$ cat config.mk
export PLATFORM = sky130hd
export DESIGN_NAME = wm8731_i2s_adc_receiver_flat
export DESIGN_NICKNAME = d
export VERILOG_FILES = /design/src/rtl/wm8731_i2s_adc_receiver_if.sv /design/src/rtl/wm8731_i2s_adc_receiver.sv /design/src/flat_wrapper.sv
export SDC_FILE = /design/constraint.sdc
export NUM_CORES = 1
export LEC_CHECK = 0
export ABC_AREA = 1
export BUFFER_PORTS_ARGS = -buffer_cell sky130_fd_sc_hd__buf_2
export CAP_MARGIN = 15
export CORE_MARGIN = 2
export CORE_UTILIZATION = 53
export CTS_CLUSTER_SIZE = 25
export DETAILED_ROUTE_END_ITERATION = 6
export GPL_TIMING_DRIVEN = 0
export PLACE_DENSITY_LB_ADDON = 0.3
export SYNTH_ARGS = -nofsm -noshare
export SYNTH_HDL_FRONTEND = slang
export SYNTH_SLANG_ARGS = --single-unit
$ cat constraint.sdc
create_clock -name clk -period 1.9 [get_ports clk]
set_clock_uncertainty 0.2 [all_clocks]
set_input_delay 0.095 -clock clk [delete_from_list [all_inputs] [get_ports clk]]
set_output_delay 0.095 -clock clk [all_outputs]
set_load 0.005 [all_outputs]
$ cat src/rtl/wm8731_i2s_adc_receiver_if.sv
// Signal bundle between the WM8731 ADC receiver and the board top / codec pins.
// The receiver is the master: it drives the codec clocks and the sample bus.
interface wm8731_i2s_adc_receiver_if #(
  parameter int w_sample = 16
);
  logic                en;
  logic                aud_xck;
  logic                aud_bclk;
  logic                aud_adclrck;
  logic                aud_adcdat;
  logic [w_sample-1:0] left;
  logic [w_sample-1:0] right;
  logic                valid;
  logic                busy;

  modport master (
    input  en, aud_adcdat,
    output aud_xck, aud_bclk, aud_adclrck, left, right, valid, busy
  );

  modport slave (
    output en, aud_adcdat,
    input  aud_xck, aud_bclk, aud_adclrck, left, right, valid, busy
  );
endinterface

$ cat src/rtl/wm8731_i2s_adc_receiver.sv
// I2S master receiver for the WM8731 ADC path.
// Generates the codec master clock, bit clock and word select, and deserialises
// the serial ADC stream into left/right samples that are published together with
// a one-cycle valid strobe once per 64-bclk frame.
module wm8731_i2s_adc_receiver #(
  parameter int clk_mhz  = 50,
  parameter int mclk_div = 4,
  parameter int bclk_div = 16,
  parameter int w_sample = 16
) (
  input logic                       clk,
  input logic                       rst_n,
  wm8731_i2s_adc_receiver_if.master aud
);

  localparam int mw = $clog2(mclk_div);
  localparam int cw = $clog2(bclk_div);

  localparam logic [mw-1:0] mclk_last = mw'(mclk_div - 1);
  localparam logic [mw-1:0] mclk_half = mw'(mclk_div / 2);
  localparam logic [cw-1:0] clk_last  = cw'(bclk_div - 1);
  localparam logic [cw-1:0] clk_half  = cw'(bclk_div / 2);
  localparam logic [4:0]    slot_last = 5'(w_sample);

  if (mclk_div < 2 || (mclk_div % 2) != 0 || bclk_div < 8 || (bclk_div % 2) != 0 ||
      w_sample < 1 || w_sample > 31 || clk_mhz < 1) begin : g_param_check
    $error("wm8731_i2s_adc_receiver: illegal parameter set");
  end

  typedef enum logic [1:0] {IDLE, RUN, DRAIN} state_t;

  state_t              state, state_nxt;
  logic                active;
  logic [mw-1:0]       mclk_cnt, mclk_nxt;
  logic                xck_q;
  logic [cw-1:0]       clk_cnt, clk_cnt_nxt;
  logic                bclk_q, bclk_nxt;
  logic                lrclk_q;
  logic [5:0]          bit_cnt, bit_nxt;
  logic                sync1, sync2;
  logic [w_sample-1:0] shreg, shreg_nxt;
  logic [w_sample-1:0] left_hold, left_q, right_q;
  logic                valid_q;
  logic                fall_evt, frame_end, data_slot, last_slot;
  logic [4:0]          slot;

  // Frame-level control state; reset forces IDLE immediately, even mid-frame.
  always_ff @(posedge clk) begin
    if (!rst_n) state <= IDLE;
    else        state <= state_nxt;
  end

  // Stopping is deferred to the frame end so lrclk never produces a short word.
  always_comb begin
    state_nxt = state;
    case (state)
      IDLE:    if (aud.en) state_nxt = RUN;
      RUN:     if (!aud.en) state_nxt = DRAIN;
      DRAIN: begin
        if (aud.en)         state_nxt = RUN;
        else if (frame_end) state_nxt = IDLE;
      end
      default: state_nxt = IDLE;
    endcase
  end

  // Clocks run only outside IDLE; busy mirrors that.
  always_comb begin
    active   = (state != IDLE);
    aud.busy = active;
  end

  // Counter arithmetic and bit-slot decode; a bclk falling event is also the sample point.
  always_comb begin
    mclk_nxt    = (mclk_cnt == mclk_last) ? '0 : mclk_cnt + 1'b1;
    clk_cnt_nxt = (clk_cnt == clk_last) ? '0 : clk_cnt + 1'b1;
    bclk_nxt    = (clk_cnt_nxt >= clk_half);
    bit_nxt     = bit_cnt + 6'd1;
    slot        = bit_cnt[4:0];
    fall_evt    = active && (clk_cnt == clk_last);
    frame_end   = fall_evt && (bit_cnt == 6'd63);
    data_slot   = (slot != 5'd0) && (slot <= slot_last);
    last_slot   = (slot == slot_last);
    shreg_nxt    = shreg << 1;
    shreg_nxt[0] = sync2;
  end

  // Free-running codec master clock, high for the second half of each period.
  always_ff @(posedge clk) begin
    if (!rst_n) begin
      mclk_cnt <= '0;
      xck_q    <= 1'b0;
    end else begin
      mclk_cnt <= mclk_nxt;
      xck_q    <= (mclk_nxt >= mclk_half);
    end
  end

  // Two-flop synchroniser for the codec data line, which is asynchronous to clk.
  always_ff @(posedge clk) begin
    if (!rst_n) begin
      sync1 <= 1'b0;
      sync2 <= 1'b0;
    end else begin
      sync1 <= aud.aud_adcdat;
      sync2 <= sync1;
    end
  end

  // Bit clock, bit counter and word select; all park low while IDLE.
  always_ff @(posedge clk) begin
    if (!rst_n || state == IDLE) begin
      clk_cnt <= '0;
      bclk_q  <= 1'b0;
      bit_cnt <= '0;
      lrclk_q <= 1'b0;
    end else begin
      clk_cnt <= clk_cnt_nxt;
      bclk_q  <= bclk_nxt;
      if (fall_evt) begin
        bit_cnt <= bit_nxt;
        lrclk_q <= bit_nxt[5];
      end
    end
  end

  // Shift in data slots; the left word waits in left_hold so both channels publish together.
  always_ff @(posedge clk) begin
    if (!rst_n) begin
      shreg     <= '0;
      left_hold <= '0;
      left_q    <= '0;
      right_q   <= '0;
      valid_q   <= 1'b0;
    end else begin
      valid_q <= 1'b0;
      if (fall_evt && data_slot) begin
        shreg <= shreg_nxt;
        if (last_slot) begin
          if (!bit_cnt[5]) begin
            left_hold <= shreg_nxt;
          end else begin
            right_q <= shreg_nxt;
            left_q  <= left_hold;
            valid_q <= 1'b1;
          end
        end
      end
    end
  end

  assign aud.aud_xck     = xck_q;
  assign aud.aud_bclk    = bclk_q;
  assign aud.aud_adclrck = lrclk_q;
  assign aud.left        = left_q;
  assign aud.right       = right_q;
  assign aud.valid       = valid_q;

endmodule
$ cat src/flat_wrapper.sv
// flat-port wrapper written by rule: the top's interface ports become plain ports
module wm8731_i2s_adc_receiver_flat 
#(
  parameter int clk_mhz  = 50,
  parameter int mclk_div = 4,
  parameter int bclk_div = 16,
  parameter int w_sample = 16
)
  (clk, rst_n, aud_en, aud_aud_adcdat, aud_aud_xck, aud_aud_bclk, aud_aud_adclrck, aud_left, aud_right, aud_valid, aud_busy);
  wm8731_i2s_adc_receiver_if #(.w_sample(w_sample)) aud_i ();
  input logic clk;
  input logic rst_n;
  input wire logic [$bits(aud_i.en)-1:0] aud_en;
  input wire logic [$bits(aud_i.aud_adcdat)-1:0] aud_aud_adcdat;
  output wire logic [$bits(aud_i.aud_xck)-1:0] aud_aud_xck;
  output wire logic [$bits(aud_i.aud_bclk)-1:0] aud_aud_bclk;
  output wire logic [$bits(aud_i.aud_adclrck)-1:0] aud_aud_adclrck;
  output wire logic [$bits(aud_i.left)-1:0] aud_left;
  output wire logic [$bits(aud_i.right)-1:0] aud_right;
  output wire logic [$bits(aud_i.valid)-1:0] aud_valid;
  output wire logic [$bits(aud_i.busy)-1:0] aud_busy;
  assign aud_i.en = aud_en;
  assign aud_i.aud_adcdat = aud_aud_adcdat;
  assign aud_aud_xck = aud_i.aud_xck;
  assign aud_aud_bclk = aud_i.aud_bclk;
  assign aud_aud_adclrck = aud_i.aud_adclrck;
  assign aud_left = aud_i.left;
  assign aud_right = aud_i.right;
  assign aud_valid = aud_i.valid;
  assign aud_busy = aud_i.busy;
  wm8731_i2s_adc_receiver #(.clk_mhz(clk_mhz), .mclk_div(mclk_div), .bclk_div(bclk_div), .w_sample(w_sample)) u_core (.clk(clk), .rst_n(rst_n), .aud(aud_i));
endmodule
=== Yosys cells after proc, flatten, opt, wreduce, memory -nomap -nowiden ===
Cells that the tools add are included.
W data, S select, Z words.

* Flip-flop bits (word level): 83
* Output and inout port bits: 37
* Word-level logic and storage cells: 51

* Add/subtract/negate cells: 3
* $lt $le $gt $ge: 3
* Equal/unequal tests: 9
* Multiplexer cells: 8
* Bitwise operators: 1
* Reductions and logical operators: 13

{| class="wikitable"
|+ Operator list
! kind !! count
|-
| $reduce_and A3 Y1 || 4
|-
| $mux W2 || 5
|-
| $add A6 B1 Y6 const B || 1
|-
| $eq A6 B6 Y1 const B || 1
|-
| $pmux W2 S3 || 1
|-
| $eq A5 B5 Y1 const B || 1
|-
| $le A5 B5 Y1 const B || 1
|-
| $reduce_bool A5 Y1 || 1
|-
| $add A4 B1 Y4 const B || 1
|-
| $eq A2 B2 Y1 const B || 2
|-
| $eq A4 B4 Y1 const B || 1
|-
| $ge A4 B4 Y1 const B || 1
|-
| $logic_and A1 B1 Y1 || 4
|-
| $mux W4 || 1
|-
| $ne A2 B2 Y1 const B || 2
|-
| $ne A3 B2 Y1 const B || 1
|-
| $add A2 B1 Y2 const B || 1
|-
| $eq A2 B1 Y1 const B || 1
|-
| $ge A2 B2 Y1 const B || 1
|-
| $logic_not A2 Y1 || 1
|-
| $reduce_bool A2 Y1 || 1
|-
| $logic_not A1 Y1 || 1
|-
| $logic_or A1 B1 Y1 || 1
|-
| $mux W1 || 1
|-
| $not A1 Y1 || 1
|}

=== Longest topological paths before layout ===
* Word-level depth: 6
* Depth in mapped cells: 9
* Mapped depth without buffers: 8

=== Worst setup path before layout ===
Ideal clock, no wire load.

* Kind: reg2reg
* Start: register u_core.clk_cnt[0]
* End: register u_core.left_hold[10]
* Arrival: 1270 ps
* Path slack: 314 ps
* Cell stages (with the launch flop): 8
* Path buffers: 1
* Cells stage by stage: dfxtp_1 > ha_1 > nand3_4 > nor2_8 > nand2_4 > buf_2 > o21ai_0 > nor2_1

* Word-level cells in the longest chain between the ends: 4

{| class="wikitable"
|+ Ends and longest elaborated chain
! element !! RTL line !! text
|-
| start: declaration || wm8731_i2s_adc_receiver.sv:36 || <nowiki>logic [cw-1:0] clk_cnt, clk_cnt_nxt;</nowiki>
|-
| start signal: assignment || wm8731_i2s_adc_receiver.sv:118 || <nowiki>clk_cnt <= clk_cnt_nxt;</nowiki>
|-
| $eq A4 B4 Y1 || wm8731_i2s_adc_receiver.sv:80 || <nowiki>fall_evt = active && (clk_cnt == clk_last);</nowiki>
|-
| $logic_and A1 B1 Y1 || wm8731_i2s_adc_receiver.sv:80 ||
|-
| $logic_and A1 B1 Y1 || wm8731_i2s_adc_receiver.sv:137 || <nowiki>if (fall_evt && data_slot) begin</nowiki>
|-
| $reduce_and A3 Y1 (no line) || -- ||
|-
| end signal: assignment || wm8731_i2s_adc_receiver.sv:141 || <nowiki>left_hold <= shreg_nxt;</nowiki>
|-
| end: declaration || wm8731_i2s_adc_receiver.sv:42 || <nowiki>logic [w_sample-1:0] left_hold, left_q, right_q;</nowiki>
|}

No other way between the ends.
A chain may end at the register's enable or synchronous reset.

=== Worst setup path in the final report ===
* Start: register u_core.bit_cnt[0]
* End: register u_core.right_q[7] (netlist: u_core.aud.right[7])

* Word-level cells in the longest chain between the ends: 4
* Elaborated cells between the ends (all ways): 6
* Classes of those cells: order compare (1); eq/ne (1); reduce/logical (4)

{| class="wikitable"
|+ Ends and longest elaborated chain
! element !! RTL line !! text
|-
| start: declaration || wm8731_i2s_adc_receiver.sv:39 || <nowiki>logic [5:0] bit_cnt, bit_nxt;</nowiki>
|-
| start signal: assignment || wm8731_i2s_adc_receiver.sv:121 || <nowiki>bit_cnt <= bit_nxt;</nowiki>
|-
| $le A5 B5 Y1 or $reduce_bool A5 Y1 (tied branches) || wm8731_i2s_adc_receiver.sv:82 || <nowiki>data_slot = (slot != 5'd0) && (slot <= slot_last);</nowiki>
|-
| $logic_and A1 B1 Y1 || wm8731_i2s_adc_receiver.sv:82 ||
|-
| $logic_and A1 B1 Y1 || wm8731_i2s_adc_receiver.sv:137 ||
|-
| $reduce_and A3 Y1 (no line) * || -- ||
|-
| end signal: assignment || wm8731_i2s_adc_receiver.sv:143 || <nowiki>right_q <= shreg_nxt;</nowiki>
|-
| end: declaration || wm8731_i2s_adc_receiver.sv:42 ||
|}

Every way passes the cells marked *; elsewhere a longest branch is shown, timed or not.

==> impl_metrics.env <==
export IMPL_critPathTopFamily="simple AND/OR/NAND/NOR gates"
export IMPL_clk_pin_slew_worst_paths_ps=80
export IMPL_synth_top_cell_area_share_pct=50.61
export IMPL_clockBufferDepth=2
export IMPL_routed_wl_mm=6.226
export IMPL_htreeDepth=3
export IMPL_stdcell_count=557
export IMPL_regArea_sq_mm=0.001623
export IMPL_crit_buf_inv=2
export IMPL_initial_utilization_pct=54.44
export IMPL_power_switching_uw=706.3
export IMPL_finalCoreUtilization_pct=64.82
export IMPL_n_antenna_cell=0
export IMPL_combPwrFrac_pct=2.9
export IMPL_clkLatencyLatePin_ps=360
export IMPL_fin_ws_ps=136.5
export IMPL_drive_gt1_share_pct=18.26
export IMPL_final_cell_mix="121 x nor2_1, 80 x dfxtp_1, 49 x nand2_1"
export IMPL_ys_types=29
export IMPL_cts_tree="built"
export IMPL_min_period_ps=1764
export IMPL_rows=28
export IMPL_die_w_um=81.76
export IMPL_startpoint_type="register"
export IMPL_grt_max_degree=15
export IMPL_ys_ff_latch=81
export IMPL_io_buffers=40
export IMPL_maxCapViolCount=0
export IMPL_multi_input_area_sq_mm=0.001290
export IMPL_synth_area_sq_mm=0.003204
export IMPL_overflow=0
export IMPL_syn_instance_count=420
export IMPL_relSlewSlack_pct=67.60
export IMPL_place_inst=535
export IMPL_finalHoldViolCount=0
export IMPL_total_power_uw=3330
export IMPL_ys_top_cells_by_area="dfxtp_1 51%, nor2_1 14%, o21ai_0 7.7%, nand2_1 5.7%, inv_1 5.4%"
export IMPL_synthFlopType="dfxtp_1"
export IMPL_worst_path_max_fanout=10
export IMPL_via_per_inst=4.767
export IMPL_drt_iter0_drc=114
export IMPL_hold_path_class="reg -> reg"
export IMPL_antenna_found_initial=0
export IMPL_ir_drop_mv=0.5212
export IMPL_endpoint_kind="register"
export IMPL_async_flop_share_pct=0
export IMPL_nets=485
export IMPL_gp_congestion=0.8294
export IMPL_drt_first_pass_iters=4
export IMPL_period_share_pct=92.82
export IMPL_drc_errors=0
export IMPL_leakagePower_uw=0.001707
export IMPL_tightest_slew_ps=486.0
export IMPL_ant_nets=0
export IMPL_ys_warn_count=0
export IMPL_dp_hpwl_mm=4.418
export IMPL_slowest_stage="dfxtp_1"
export IMPL_final_common_cell="nor2_1"
export IMPL_core_area_sq_mm=0.005886
export IMPL_synth_largest_area_cell="dfxtp_1"
export IMPL_grt_pass1_wl_mm=10.41
export IMPL_die_y_um=81.76
export IMPL_area_delta_synth_final_pct=19.06
export IMPL_path_class="reg -> reg"
export IMPL_rsz0062_at_grt="yes"
export IMPL_final_max_slew_viol_count=0
export IMPL_arrival_ps=1820
export IMPL_outcome="complete, no violations"
export IMPL_seq_area_frac_synth_pct=50.61
export IMPL_pwr_share_seq_pct=51.5
export IMPL_numCtsBuffers=9
export IMPL_power_internal_uw=2623
export IMPL_setup_viol=0
export IMPL_clock_sinks=81
export IMPL_track_usage_pct=20.59
export IMPL_max_stage_delay_ps=320
export IMPL_root_buffer="clkbuf_8"
export IMPL_synth_fp_nets=428
export IMPL_crit_chain="inv_1 > ha_2 > nand2_2 > nor2_2 > nand2_4 > buf_2 > o21ai_0 > nor2_1"
export IMPL_holdWs_ps=215.6
export IMPL_grt_pass1_vias=2468
export IMPL_vias=2655
export IMPL_dp_slack_ps=55.21
export IMPL_p_sw_share_pct=21.21
export IMPL_critPathRequiredTime_ps=1950
export IMPL_cellPowerDensity_mw_per_mm2=872.8
export IMPL_clkPwrFrac_pct=45.6
export IMPL_syn_avg_cell_area_sq_um=7.629
export IMPL_dieArea_sq_mm=0.006684
export IMPL_ios=41
export IMPL_wl_per_cell_um=11.18
export IMPL_synth_edf_count=0
export IMPL_nFillCells=521
export IMPL_timing_fmax_mhz=567.0
## kinds of logic (layout without fill, tap and decap cells)
group,count (synthesis),in the layout,share of synthesized area (%)
compound gates,57,57,8.981
flops,81,81,50.61
simple gates,206,206,28.35
buf+inv,69,131,9.683
xor+xnor,3,3,0.8201
fa+ha+maj,4,4,1.562
## power groups by stage
stage / clock, uW / combinational (uW) / sequential (uW)
2_1_floorplan: 0 / 63.3 / 1750
3_3_place_gp: 0 / 89.0 / 1750
3_5_place_dp: 0 / 90.6 / 1750
4_1_cts: 1530 / 97.6 / 1710
5_1_grt: 1600 / 114 / 1720
6_report: 1520 / 97.4 / 1710
## synthesized netlist by cell type (2+ instances only)
library cell  count
buf_2             7
nand2_4           2
nand4_1          16
nor3_1            2
buf_6             5
a21oi_1           6
ha_1              4
nand2_1          49
nor2_1          122
inv_1            46
dfxtp_1          81
o21ai_0          49
nand3_4           2
inv_2             2
nor2_2            2
nand2_2           2
clkbuf_1          6
xor2_1            2
nand3_1           5
## worst min-delay path: cells and delay by family, from the launching register on
kind	cells	cell delay (ps)
AND/OR/NAND/NOR	1	50
flip-flops	1	310
buffers and inverters	1	40
## layout make-up
type,instances,area share [%]
Clock inverter,6,3.017
Multi-Input combinational cell,270,33.81
Timing Repair Buffer,46,6.691
Buffer,20,3.280
Sequential cell,81,42.54
Tap cell,75,2.460
Clock buffer,10,3.345
Inverter,49,4.854
## registers in the layout, indices dropped and copies added, names as in the netlist, 2 cells and up
register          flops
u_core.state          2
u_core.aud.left      16
u_core.clk_cnt        4
u_core.aud.right     16
u_core.shreg         15
u_core.bit_cnt        6
u_core.left_hold     16
## per-stage QoR
| step | setup TNS (ps) | cell area [sq um] |
|---|---|---|
| after floorplan | 0 | 3204 |
| after global placement | 0 | 3498 |
| after detailed placement | 0 | 3498 |
| after CTS | 0 | 3781 |
| after global routing | -17.59 | 3815 |
| final | 0 | 3815 |
## layer usage
layer / GRT usage [%] / part of all wire (%)
met3: 3.956 / 4.5
met4: 10.67 / 1.3
met5: 0 / 0
met2: 34.47 / 46
met1: 25.09 / 48
## path summary, 6_finish.rpt
| path | startpoint | end | slack (ps) | depth (start not counted) |
|---|---|---|---|---|
| setup / recovery | u_core.bit_cnt[0] | u_core.aud.right[7] | 140 | 8 |
| hold / removal | u_core.sync1 | u_core.sync2 | 220 | 2 |
| setup reg to reg | u_core.bit_cnt[0] | u_core.aud.right[7] | 140 | 8 |
| hold reg to reg | u_core.sync1 | u_core.sync2 | 220 | 2 |
## timing repair
action / in CTS / in global routing
buffers inserted: 0 / 2
endpoints found under the setup margin: 0 / 22
hold buffers: 4 / 0
hold endpoints to repair: 4 / 0
gates resized for setup: 0 / 6
Power figures use the tool's default switching activity.
